===== src/rtl/sseg_pkg.sv =====
// Shared helpers for the seven-segment scanner: polarity levels,
// width arithmetic and parameter legality checks.
package sseg_pkg;

   // Logical segment levels before output polarity is applied.
   localparam logic SEG_ON  = 1'b1;
   localparam logic SEG_OFF = 1'b0;

   // Ceiling log2; returns 0 for v <= 1.
   function automatic int unsigned clog2(input int unsigned v);
      int unsigned r;
      int unsigned x;
      r = 0;
      x = 1;
      while (x < v) begin
         x = x << 1;
         r = r + 1;
      end
      return r;
   endfunction

   // Bits needed to hold 0..v-1, never less than one.
   function automatic int unsigned width_of(input int unsigned v);
      return (clog2(v) == 0) ? 1 : clog2(v);
   endfunction

   // Legal configuration: at least one digit and a non-empty drive window.
   function automatic bit params_ok(input int unsigned n_digits,
                                    input int unsigned ticks,
                                    input int unsigned blank);
      return (n_digits >= 1) && (ticks > blank);
   endfunction

   // Map a logical level onto the pin level for a given polarity.
   function automatic logic drive_level(input logic lit, input logic active_low);
      return lit ^ active_low;
   endfunction

endpackage


===== src/rtl/sseg_scan_ctrl_if.sv =====
// Display bus between the formatting logic (master) and the scanner (slave).
interface sseg_scan_ctrl_if #(
   parameter int unsigned N_DIGITS = 4,
   parameter int unsigned SEG_W    = 8,
   parameter int unsigned BRIGHT_W = 4
);
   logic [N_DIGITS*SEG_W-1:0] i_segs;
   logic [N_DIGITS-1:0]       i_digit_mask;
   logic [BRIGHT_W-1:0]       i_brightness;
   logic [N_DIGITS-1:0]       o_sseg_enables;
   logic [SEG_W-1:0]          o_sseg;
   logic                      o_frame_start;

   modport master (
      output i_segs, i_digit_mask, i_brightness,
      input  o_sseg_enables, o_sseg, o_frame_start
   );

   modport slave (
      input  i_segs, i_digit_mask, i_brightness,
      output o_sseg_enables, o_sseg, o_frame_start
   );
endinterface


===== src/rtl/sseg_slot_timer.sv =====
// Slot timer: tick counter within a digit slot and digit index across
// the frame, plus slot/frame start flags and the drive-window test.
module sseg_slot_timer
   import sseg_pkg::*;
#(
   parameter int unsigned N_DIGITS        = 4,
   parameter int unsigned TICKS_PER_DIGIT = 1000,
   parameter int unsigned BLANK_TICKS     = 16,
   parameter int unsigned LEN_W           = 11,
   localparam int unsigned IDX_W          = width_of(N_DIGITS)
) (
   input  logic             i_clk,
   input  logic             i_reset,
   input  logic             i_ce,
   input  logic [LEN_W-1:0] on_len,
   output logic [IDX_W-1:0] digit_idx,
   output logic             slot_start,
   output logic             frame_start,
   output logic             in_window
);

   localparam int unsigned TICK_W = width_of(TICKS_PER_DIGIT);

   logic [TICK_W-1:0] tick_cnt;

   // Advance tick within the slot; on slot wrap step to the next digit.
   always_ff @(posedge i_clk) begin
      if (i_reset) begin
         tick_cnt  <= '0;
         digit_idx <= '0;
      end else if (i_ce) begin
         if (tick_cnt == TICK_W'(TICKS_PER_DIGIT - 1)) begin
            tick_cnt <= '0;
            if (digit_idx == IDX_W'(N_DIGITS - 1)) begin
               digit_idx <= '0;
            end else begin
               digit_idx <= digit_idx + 1'b1;
            end
         end else begin
            tick_cnt <= tick_cnt + 1'b1;
         end
      end
   end

   // Slot/frame markers and the lit window after the blanking interval.
   always_comb begin
      slot_start  = (tick_cnt == '0);
      frame_start = slot_start && (digit_idx == '0);
      in_window   = (32'(tick_cnt) >= BLANK_TICKS) &&
                    (32'(tick_cnt) < BLANK_TICKS + 32'(on_len));
   end

endmodule


===== src/rtl/sseg_scan_ctrl.sv =====
// Multiplexed seven-segment scanner: snapshots one digit per slot,
// drives it inside a brightness-scaled window after inter-digit blanking.
module sseg_scan_ctrl
   import sseg_pkg::*;
#(
   parameter int unsigned N_DIGITS        = 4,
   parameter int unsigned SEG_W           = 8,
   parameter int unsigned TICKS_PER_DIGIT = 1000,
   parameter int unsigned BLANK_TICKS     = 16,
   parameter int unsigned BRIGHT_W        = 4,
   parameter int unsigned SEG_ACTIVE_LOW  = 0,
   parameter int unsigned EN_ACTIVE_LOW   = 0
) (
   input logic             i_clk,
   input logic             i_reset,
   input logic             i_ce,
   sseg_scan_ctrl_if.slave bus
);

   localparam int unsigned IDX_W  = width_of(N_DIGITS);
   localparam int unsigned LEN_W  = width_of(TICKS_PER_DIGIT) + 1;
   localparam int unsigned PROD_W = clog2(TICKS_PER_DIGIT) + BRIGHT_W + 1;
   localparam logic SEG_POL = logic'(SEG_ACTIVE_LOW != 0);
   localparam logic EN_POL  = logic'(EN_ACTIVE_LOW != 0);
   localparam logic [SEG_W-1:0]    SEG_IDLE = {SEG_W{drive_level(SEG_OFF, SEG_POL)}};
   localparam logic [N_DIGITS-1:0] EN_IDLE  = {N_DIGITS{drive_level(1'b0, EN_POL)}};

   if (!params_ok(N_DIGITS, TICKS_PER_DIGIT, BLANK_TICKS)) begin : g_bad_params
      $error("sseg_scan_ctrl: need N_DIGITS >= 1 and TICKS_PER_DIGIT > BLANK_TICKS");
   end

   logic [IDX_W-1:0]    digit_idx;
   logic                slot_start;
   logic                frame_start;
   logic                in_window;

   logic [SEG_W-1:0]    pattern_q;
   logic                shown_q;
   logic [LEN_W-1:0]    on_len_q;

   logic [PROD_W-1:0]   prod;
   logic [SEG_W-1:0]    nxt_pattern;
   logic                nxt_shown;
   logic [LEN_W-1:0]    nxt_on_len;
   logic [N_DIGITS-1:0] onehot;
   logic                drive;

   logic [N_DIGITS-1:0] en_q;
   logic [SEG_W-1:0]    sseg_q;
   logic                frame_q;

   sseg_slot_timer #(
      .N_DIGITS        (N_DIGITS),
      .TICKS_PER_DIGIT (TICKS_PER_DIGIT),
      .BLANK_TICKS     (BLANK_TICKS),
      .LEN_W           (LEN_W)
   ) u_timer (
      .i_clk       (i_clk),
      .i_reset     (i_reset),
      .i_ce        (i_ce),
      .on_len      (nxt_on_len),
      .digit_idx   (digit_idx),
      .slot_start  (slot_start),
      .frame_start (frame_start),
      .in_window   (in_window)
   );

   // Snapshot values in effect this tick: fresh inputs on slot start so the
   // first tick of a slot already uses the new digit, held values otherwise.
   always_comb begin
      prod        = PROD_W'(TICKS_PER_DIGIT - BLANK_TICKS) *
                    (PROD_W'(bus.i_brightness) + PROD_W'(1));
      nxt_pattern = slot_start ? bus.i_segs[digit_idx*SEG_W +: SEG_W] : pattern_q;
      nxt_shown   = slot_start ? bus.i_digit_mask[digit_idx] : shown_q;
      nxt_on_len  = slot_start ? LEN_W'(prod >> BRIGHT_W) : on_len_q;
      onehot            = '0;
      onehot[digit_idx] = 1'b1;
      drive       = nxt_shown && in_window;
   end

   // Snapshot and output registers; polarity applied only here.
   always_ff @(posedge i_clk) begin
      if (i_reset) begin
         pattern_q <= '0;
         shown_q   <= 1'b0;
         on_len_q  <= '0;
         en_q      <= EN_IDLE;
         sseg_q    <= SEG_IDLE;
         frame_q   <= 1'b0;
      end else begin
         frame_q <= i_ce && frame_start;
         if (i_ce) begin
            pattern_q <= nxt_pattern;
            shown_q   <= nxt_shown;
            on_len_q  <= nxt_on_len;
            en_q      <= drive ? (onehot ^ {N_DIGITS{EN_POL}}) : EN_IDLE;
            sseg_q    <= drive ? (nxt_pattern ^ {SEG_W{SEG_POL}}) : SEG_IDLE;
         end
      end
   end

   assign bus.o_sseg_enables = en_q;
   assign bus.o_sseg         = sseg_q;
   assign bus.o_frame_start  = frame_q;

endmodule


===== src/flat_wrapper.sv =====
// flat-port wrapper written by rule: the top's interface ports become plain ports
module sseg_scan_ctrl_flat import sseg_pkg::*;
#(
   parameter int unsigned N_DIGITS        = 4,
   parameter int unsigned SEG_W           = 8,
   parameter int unsigned TICKS_PER_DIGIT = 1000,
   parameter int unsigned BLANK_TICKS     = 16,
   parameter int unsigned BRIGHT_W        = 4,
   parameter int unsigned SEG_ACTIVE_LOW  = 0,
   parameter int unsigned EN_ACTIVE_LOW   = 0
)
  (i_clk, i_reset, i_ce, bus_i_segs, bus_i_digit_mask, bus_i_brightness, bus_o_sseg_enables, bus_o_sseg, bus_o_frame_start);
  sseg_scan_ctrl_if #(.N_DIGITS(N_DIGITS), .SEG_W(SEG_W), .BRIGHT_W(BRIGHT_W)) bus_i ();
  input logic i_clk;
  input logic i_reset;
  input logic i_ce;
  input wire logic [$bits(bus_i.i_segs)-1:0] bus_i_segs;
  input wire logic [$bits(bus_i.i_digit_mask)-1:0] bus_i_digit_mask;
  input wire logic [$bits(bus_i.i_brightness)-1:0] bus_i_brightness;
  output wire logic [$bits(bus_i.o_sseg_enables)-1:0] bus_o_sseg_enables;
  output wire logic [$bits(bus_i.o_sseg)-1:0] bus_o_sseg;
  output wire logic [$bits(bus_i.o_frame_start)-1:0] bus_o_frame_start;
  assign bus_i.i_segs = bus_i_segs;
  assign bus_i.i_digit_mask = bus_i_digit_mask;
  assign bus_i.i_brightness = bus_i_brightness;
  assign bus_o_sseg_enables = bus_i.o_sseg_enables;
  assign bus_o_sseg = bus_i.o_sseg;
  assign bus_o_frame_start = bus_i.o_frame_start;
  sseg_scan_ctrl #(.N_DIGITS(N_DIGITS), .SEG_W(SEG_W), .TICKS_PER_DIGIT(TICKS_PER_DIGIT), .BLANK_TICKS(BLANK_TICKS), .BRIGHT_W(BRIGHT_W), .SEG_ACTIVE_LOW(SEG_ACTIVE_LOW), .EN_ACTIVE_LOW(EN_ACTIVE_LOW)) u_core (.i_clk(i_clk), .i_reset(i_reset), .i_ce(i_ce), .bus(bus_i));
endmodule

===== config.mk =====
export PLATFORM = sky130hd
export DESIGN_NAME = sseg_scan_ctrl_flat
export DESIGN_NICKNAME = d
export VERILOG_FILES = /design/src/rtl/sseg_pkg.sv /design/src/rtl/sseg_scan_ctrl_if.sv /design/src/rtl/sseg_slot_timer.sv /design/src/rtl/sseg_scan_ctrl.sv /design/src/flat_wrapper.sv
export SDC_FILE = /design/constraint.sdc
export NUM_CORES = 1
export LEC_CHECK = 0
export ABC_AREA = 1
export BUFFER_PORTS_ARGS = -buffer_cell sky130_fd_sc_hd__buf_2
export CAP_MARGIN = 20
export CELL_PAD_IN_SITES_DETAIL_PLACEMENT = 0
export CELL_PAD_IN_SITES_GLOBAL_PLACEMENT = 1
export CORE_MARGIN = 5
export CORE_UTILIZATION = 44
export CTS_CLUSTER_DIAMETER = 50
export DETAILED_ROUTE_END_ITERATION = 6
export PLACE_DENSITY = 0.95
export SLEW_MARGIN = 5
export SYNTH_ARGS = -nofsm -noshare
export SYNTH_HDL_FRONTEND = slang
export SYNTH_SLANG_ARGS = --single-unit

===== constraint.sdc =====
create_clock -name i_clk -period 7.6 [get_ports i_clk]
set_input_delay 0.38 -clock i_clk [delete_from_list [all_inputs] [get_ports i_clk]]
set_output_delay 0.38 -clock i_clk [all_outputs]
set_load 0.01 [all_outputs]

# After elaboration in Yosys (flattened, before gate mapping)
# Index checks and enable logic that the tools add are counted.
[classes]
muxes = 11
n_bitwise = 0
n_addsub = 4
shift = 1
n_reduce_logical = 8
n_lt_le_gt_ge = 4
div = 0
multipliers = 1
n_eq_ne = 2
[ops]
columns = ["operator", "count"]
rows = [
  ["32-bit by 6-bit indexed part select with 8-bit output", 1],
  ["8-bit 2-to-1 mux", 2],
  ["7-bit by 15-bit multiplier with 12-bit output, first input constant", 1],
  ["5-bit by 11-bit adder with 12-bit output, first input constant", 1],
  ["10-bit by 12-bit less-than comparator with 1-bit output", 1],
  ["11-bit 2-to-1 mux", 1],
  ["10-bit by 1-bit adder with 10-bit output, second input constant", 1],
  ["10-bit == test, second input constant", 1],
  ["10-bit by 5-bit greater-or-equal comparator with 1-bit output, second input constant", 1],
  ["10-bit zero test", 1],
  ["10-bit 2-to-1 mux", 1],
  ["4-bit by 1-bit adder with 5-bit output, second input constant", 1],
  ["1-bit logical AND", 5],
  ["4-bit 2-to-1 mux", 1],
  ["2-bit by 3-bit less-than comparator with 1-bit output, second input constant", 1],
  ["1-bit 2-to-1 mux", 3],
  ["2-bit by 1-bit adder with 2-bit output, second input constant", 1],
  ["1-bit binary-select mux with 2-bit select", 1],
  ["1-bit demux with 2-bit select", 1],
  ["2-bit == test, second input constant", 1],
  ["2-bit by 1-bit greater-or-equal comparator with 1-bit output, second input constant", 1],
  ["2-bit zero test", 1],
  ["2-bit 2-to-1 mux", 1],
  ["2-bit AND reduction", 1],
]
[word_totals]
n_memories = 0
word_cells = 39
ram_bits = 0
rom_bits = 0
inputBits = 43
latchBits = 0
reg_bits = 45

# Depth between registers and ports, before layout
[logic_depth]
word_depth = 8
depth_mapped = 30
mapped_depth_nobuf = 29

# Hierarchy
# A second synthesis with hierarchy kept.
[unflattened]
hier_cells = 534
hier_area_um2 = 3564.7
[by_module_without_submodules]
columns = ["mod", "area_each_um2", "cells_each", "instances"]
rows = [
  ["sseg_scan_ctrl", 2568.7, 395, 1],
  ["sseg_slot_timer", 996.0, 139, 1],
]

# Worst setup path after synthesis
# OpenSTA, ideal clock, no wires.
[synth_path]
path_kind = "input port to flip-flop"
startpoint = "in bus_i_brightness[0]"
endpoint = "reg u_core.sseg_q[0] (netlist: u_core.bus.o_sseg[0])"
required_time_ns = 7.530
setup_time_ns = 0.070
t_arrival_ns = 4.576
stages = 28
path_buffers = 1
setup_slack_ns = 2.954
cell_sequence = "nand3_1 > xor2_1 > inv_1 > ha_1 > fa_1 > inv_1 > fa_1 > inv_1 > ha_1 > nand2_1 > nand3b_1 > nand2_1 > nand2_1 > nand3_1 > nand2_1 > nor2_4 > xor2_1 > ha_1 > inv_1 > nor3_1 > a211oi_1 > nand2_1 > nand2_1 > nand2_1 > nand2_2 > buf_6 > nand3_2 > a21oi_2"
[synth_between]
elab_chain_cells = 8
[synth_lines]
columns = ["item", "line_no", "rtl"]
rows = [
  ["start: declaration", "flat_wrapper.sv:19", "input wire logic [$bits(bus_i.i_brightness)-1:0] bus_i_brightness;"],
  ["4-bit by 1-bit adder with 5-bit output", "sseg_scan_ctrl.sv:72", "(PROD_W'(bus.i_brightness) + PROD_W'(1));"],
  ["7-bit by 15-bit multiplier with 12-bit output", "sseg_scan_ctrl.sv:71", "prod = PROD_W'(TICKS_PER_DIGIT - BLANK_TICKS) *"],
  ["11-bit 2-to-1 mux", "sseg_scan_ctrl.sv:75", "nxt_on_len = slot_start ? LEN_W'(prod >> BRIGHT_W) : on_len_q;"],
  ["5-bit by 11-bit adder with 12-bit output", "sseg_slot_timer.sv:50", "(32'(tick_cnt) < BLANK_TICKS + 32'(on_len));"],
  ["10-bit by 12-bit less-than comparator with 1-bit output", "sseg_slot_timer.sv:50", ""],
  ["1-bit logical AND", "sseg_slot_timer.sv:49", "in_window = (32'(tick_cnt) >= BLANK_TICKS) &&"],
  ["1-bit logical AND", "sseg_scan_ctrl.sv:78", "drive = nxt_shown && in_window;"],
  ["8-bit 2-to-1 mux", "sseg_scan_ctrl.sv:97", "sseg_q <= drive ? (nxt_pattern ^ {SEG_W{SEG_POL}}) : SEG_IDLE;"],
  ["end signal: assignment", "sseg_scan_ctrl.sv:97", ""],
  ["end: declaration", "sseg_scan_ctrl.sv:49", "logic [SEG_W-1:0] sseg_q;"],
]
# No other way between the ends.
# A chain may end at the register's enable or synchronous reset.

# Worst setup path in the final report
# Ends and elaborated chain as after synthesis.

==> impl_metrics.json <==
{
  "final_layout_size_suffix_gt1_share_pct": 17.6,
  "clk_pin_slew_ns": 0.10,
  "yosysMostFrequentCell": "nand2_1",
  "grt_max_degree": 34,
  "async_reset_ff_share_pct": 0,
  "cts_buffers": 5,
  "rows": 33,
  "critPathMaxFanout": 12,
  "tritoncts": "yes",
  "synth_ff_type": "dfxtp_1",
  "hpwl_mm": 6.59,
  "drtPass1Iterations": 4,
  "power_density_mw_per_mm2": 198,
  "grt_pass1_wl_mm": 14.6,
  "fp.dieH_um": 101,
  "fmax_ghz": 0.200,
  "root_buffer": "clkbuf_8",
  "critPathKind": "input pin to flip-flop",
  "cts_hold_buf": 0,
  "htreeDepth": 2,
  "peakVddDrop_mv": 0.0755,
  "cts_setup_buffers": 0,
  "report.final.setup_viol": 0,
  "cts_sinks": 45,
  "status": "finished, final reports clean",
  "grt_pass1_vias": 3221,
  "drtAntennaViolNets": 0,
  "yosysTopAreaCell": "dfxtp_1",
  "hp-class": "flip-flop to flip-flop",
  "synth_edf_count": 0,
  "worstHoldStart": "u_core.bus.o_sseg_enables[1]$_SDFFE_PP0P_",
  "dieArea_mm2": 0.0102,
  "slew_headroom_pct": 35.4,
  "dp_cells": 663,
  "grt_antenna_before_repair": 0,
  "syn_inst": 524,
  "finalCriticalPeriod_ns": 4.99,
  "p_leak_nw": 2.07,
  "hold_viol": 0,
  "core_area_mm2": 0.00813,
  "fin_cells": 672,
  "place.gp.congestion": 0.855,
  "vias": 3371,
  "drc": 0,
  "skew_ns": 0.00907,
  "initial_core_util_pct": 44.9,
  "rsz0062_at_grt": "no",
  "syn-cell-area_mm2": 0.00365,
  "synth_seq_cells": 45,
  "start_kind": "input pin",
  "die_w_um": 101,
  "grt-ovfl-total": 0,
  "final_max_slew_viol_count": 0,
  "port_buffers": 55,
  "synth_area_leaders": "dfxtp_1, ha_1, nand2_1",
  "via_per_inst": 5.02,
  "tns_ns": 0,
  "synth_top_area_share_pct": 24.7,
  "cp-startpoint": "bus_i_brightness[0]",
  "n_fill_cell": 827,
  "yosysSeqAreaShare_pct": 24.7,
  "reg2reg_from": "u_core.u_timer.tick_cnt[1]$_SDFFE_PP0P_",
  "synth_cell_types": 34,
  "antenna_cells": 0,
  "clk_latency_ns": 0.31,
  "wirelength_mm": 8.37,
  "syn-num-nets": 614,
  "drtIter0Drc": 130,
  "avgRoutedWirePerCell_um": 12.5,
  "cts_resized": 0,
  "max_cap_violations": 0,
  "globalRouteTotalUtil_pct": 17.5,
  "tightest_slew_ns": 0.968,
  "yosys-top-cells-count": "nand2_1, nor2_1, inv_1",
  "crit_arrival_ns": 5.24,
  "clockBufferDepth": 2,
  "area_delta_synth_final_pct": 11.3,
  "cp.required_ns": 7.85,
  "syn_area_per_cell_um2": 6.96,
  "hold_ws_ns": 0.482,
  "fin_crit_sh_pct": 65.6,
  "io_pins": 56,
  "nets": 656,
  "ys_warn_count": 0,
  "end_kind": "flip-flop"
}
[where the power goes]
group / switching (mW) / leakage, nW / internal [mW]
sequential: 0.00681 / 0.367 / 0.249
clock: 0.0971 / 0.0511 / 0.0696
combinational: 0.237 / 1.65 / 0.144
[critical path, cell delays in order]
cell      delay [ns]
buf_2           0.21
ha_1            0.22
xor2_1          0.36
ha_1            0.34
fa_1            0.51
inv_1           0.06
fa_1            0.52
inv_1           0.04
ha_1            0.34
nand2_1         0.09
nand2_1         0.05
nor2_1          0.14
nand2_1         0.11
nand2_1         0.07
nand3_1         0.08
nand2_1         0.19
nor2_4          0.07
xor2_1          0.14
ha_1            0.31
inv_1           0.08
nor3_1          0.05
a211oi_1        0.17
nand2_1         0.08
nand2_1         0.06
nand2_1         0.05
nand2_2         0.26
nand3_2         0.11
a21oi_2         0.14
[worst paths after layout]
path                                                to  slack [ns]  depth (start not counted)
max                  u_core.bus.o_sseg[0]$_SDFFE_PP0P_        2.61                         28
min          u_core.bus.o_sseg_enables[1]$_SDFFE_PP0P_        0.48                          2
min reg2reg  u_core.bus.o_sseg_enables[1]$_SDFFE_PP0P_        0.48                          2
max reg2reg          u_core.bus.o_sseg[0]$_SDFFE_PP0P_        3.84                         19
[routing by layer]
layer  share of wire [%]  GRT usage (%)  up-vias
li1                    -              -     1771
met1                  45           21.4     1536
met3                 3.2           3.39       11
met2                  50           30.8       53
met5                   0              0        -
met4                 2.0           5.62        0
[cell usage in the layout (no fill, tap or decap), types with 12 or more instances in the layout]
cell     count
nand3_1     22
buf_2       55
nand3_2     12
nand2_1     85
nor2_1      78
ha_1        39
inv_1       76
a21oi_1     24
dfxtp_1     45
o21ai_0     38
[layout make-up]
class | instances | area [um2] | area share [%]
clock buffers | 5 | 68.8 | 1.69
clock inverters | 3 | 28.8 | 0.709
inverters | 76 | 285 | 7.02
multi-input cells | 382 | 2360 | 58.2
flip-flops and latches | 45 | 901 | 22.2
well taps | 105 | 131 | 3.23
repair buffers | 56 | 283 | 6.96
[flip-flops by register name, summed over array words and instances (netlist names)]
register	cells
u_core.u_timer.digit_idx	2
u_core.shown_q	1
u_core.bus.o_sseg	8
u_core.bus.o_frame_start	1
u_core.on_len_q	11
u_core.u_timer.tick_cnt	10
u_core.pattern_q	8
u_core.bus.o_sseg_enables	4
[per-stage QoR]
step	utilization [%]	area (um2)	setup WS [ns]	power [mW]
after floorplan	-	3650	2.95	0.566
after global placement	48.6	3960	2.40	0.634
after detailed placement	48.6	3960	2.20	0.644
after CTS	49.8	4050	2.52	0.811
after global routing	49.9	4060	2.14	0.886
final	49.9	4060	2.61	0.803
[kinds of logic after synthesis]
family	Yosys count	synth area share [%]
simple gates	228	28.6
flops	45	24.7
fa+ha+maj	47	17.8
compound gates	92	14.7
buf+inv	97	10.5
xor+xnor	13	3.12
mux	2	0.549
(Power assumes the default switching activity.)
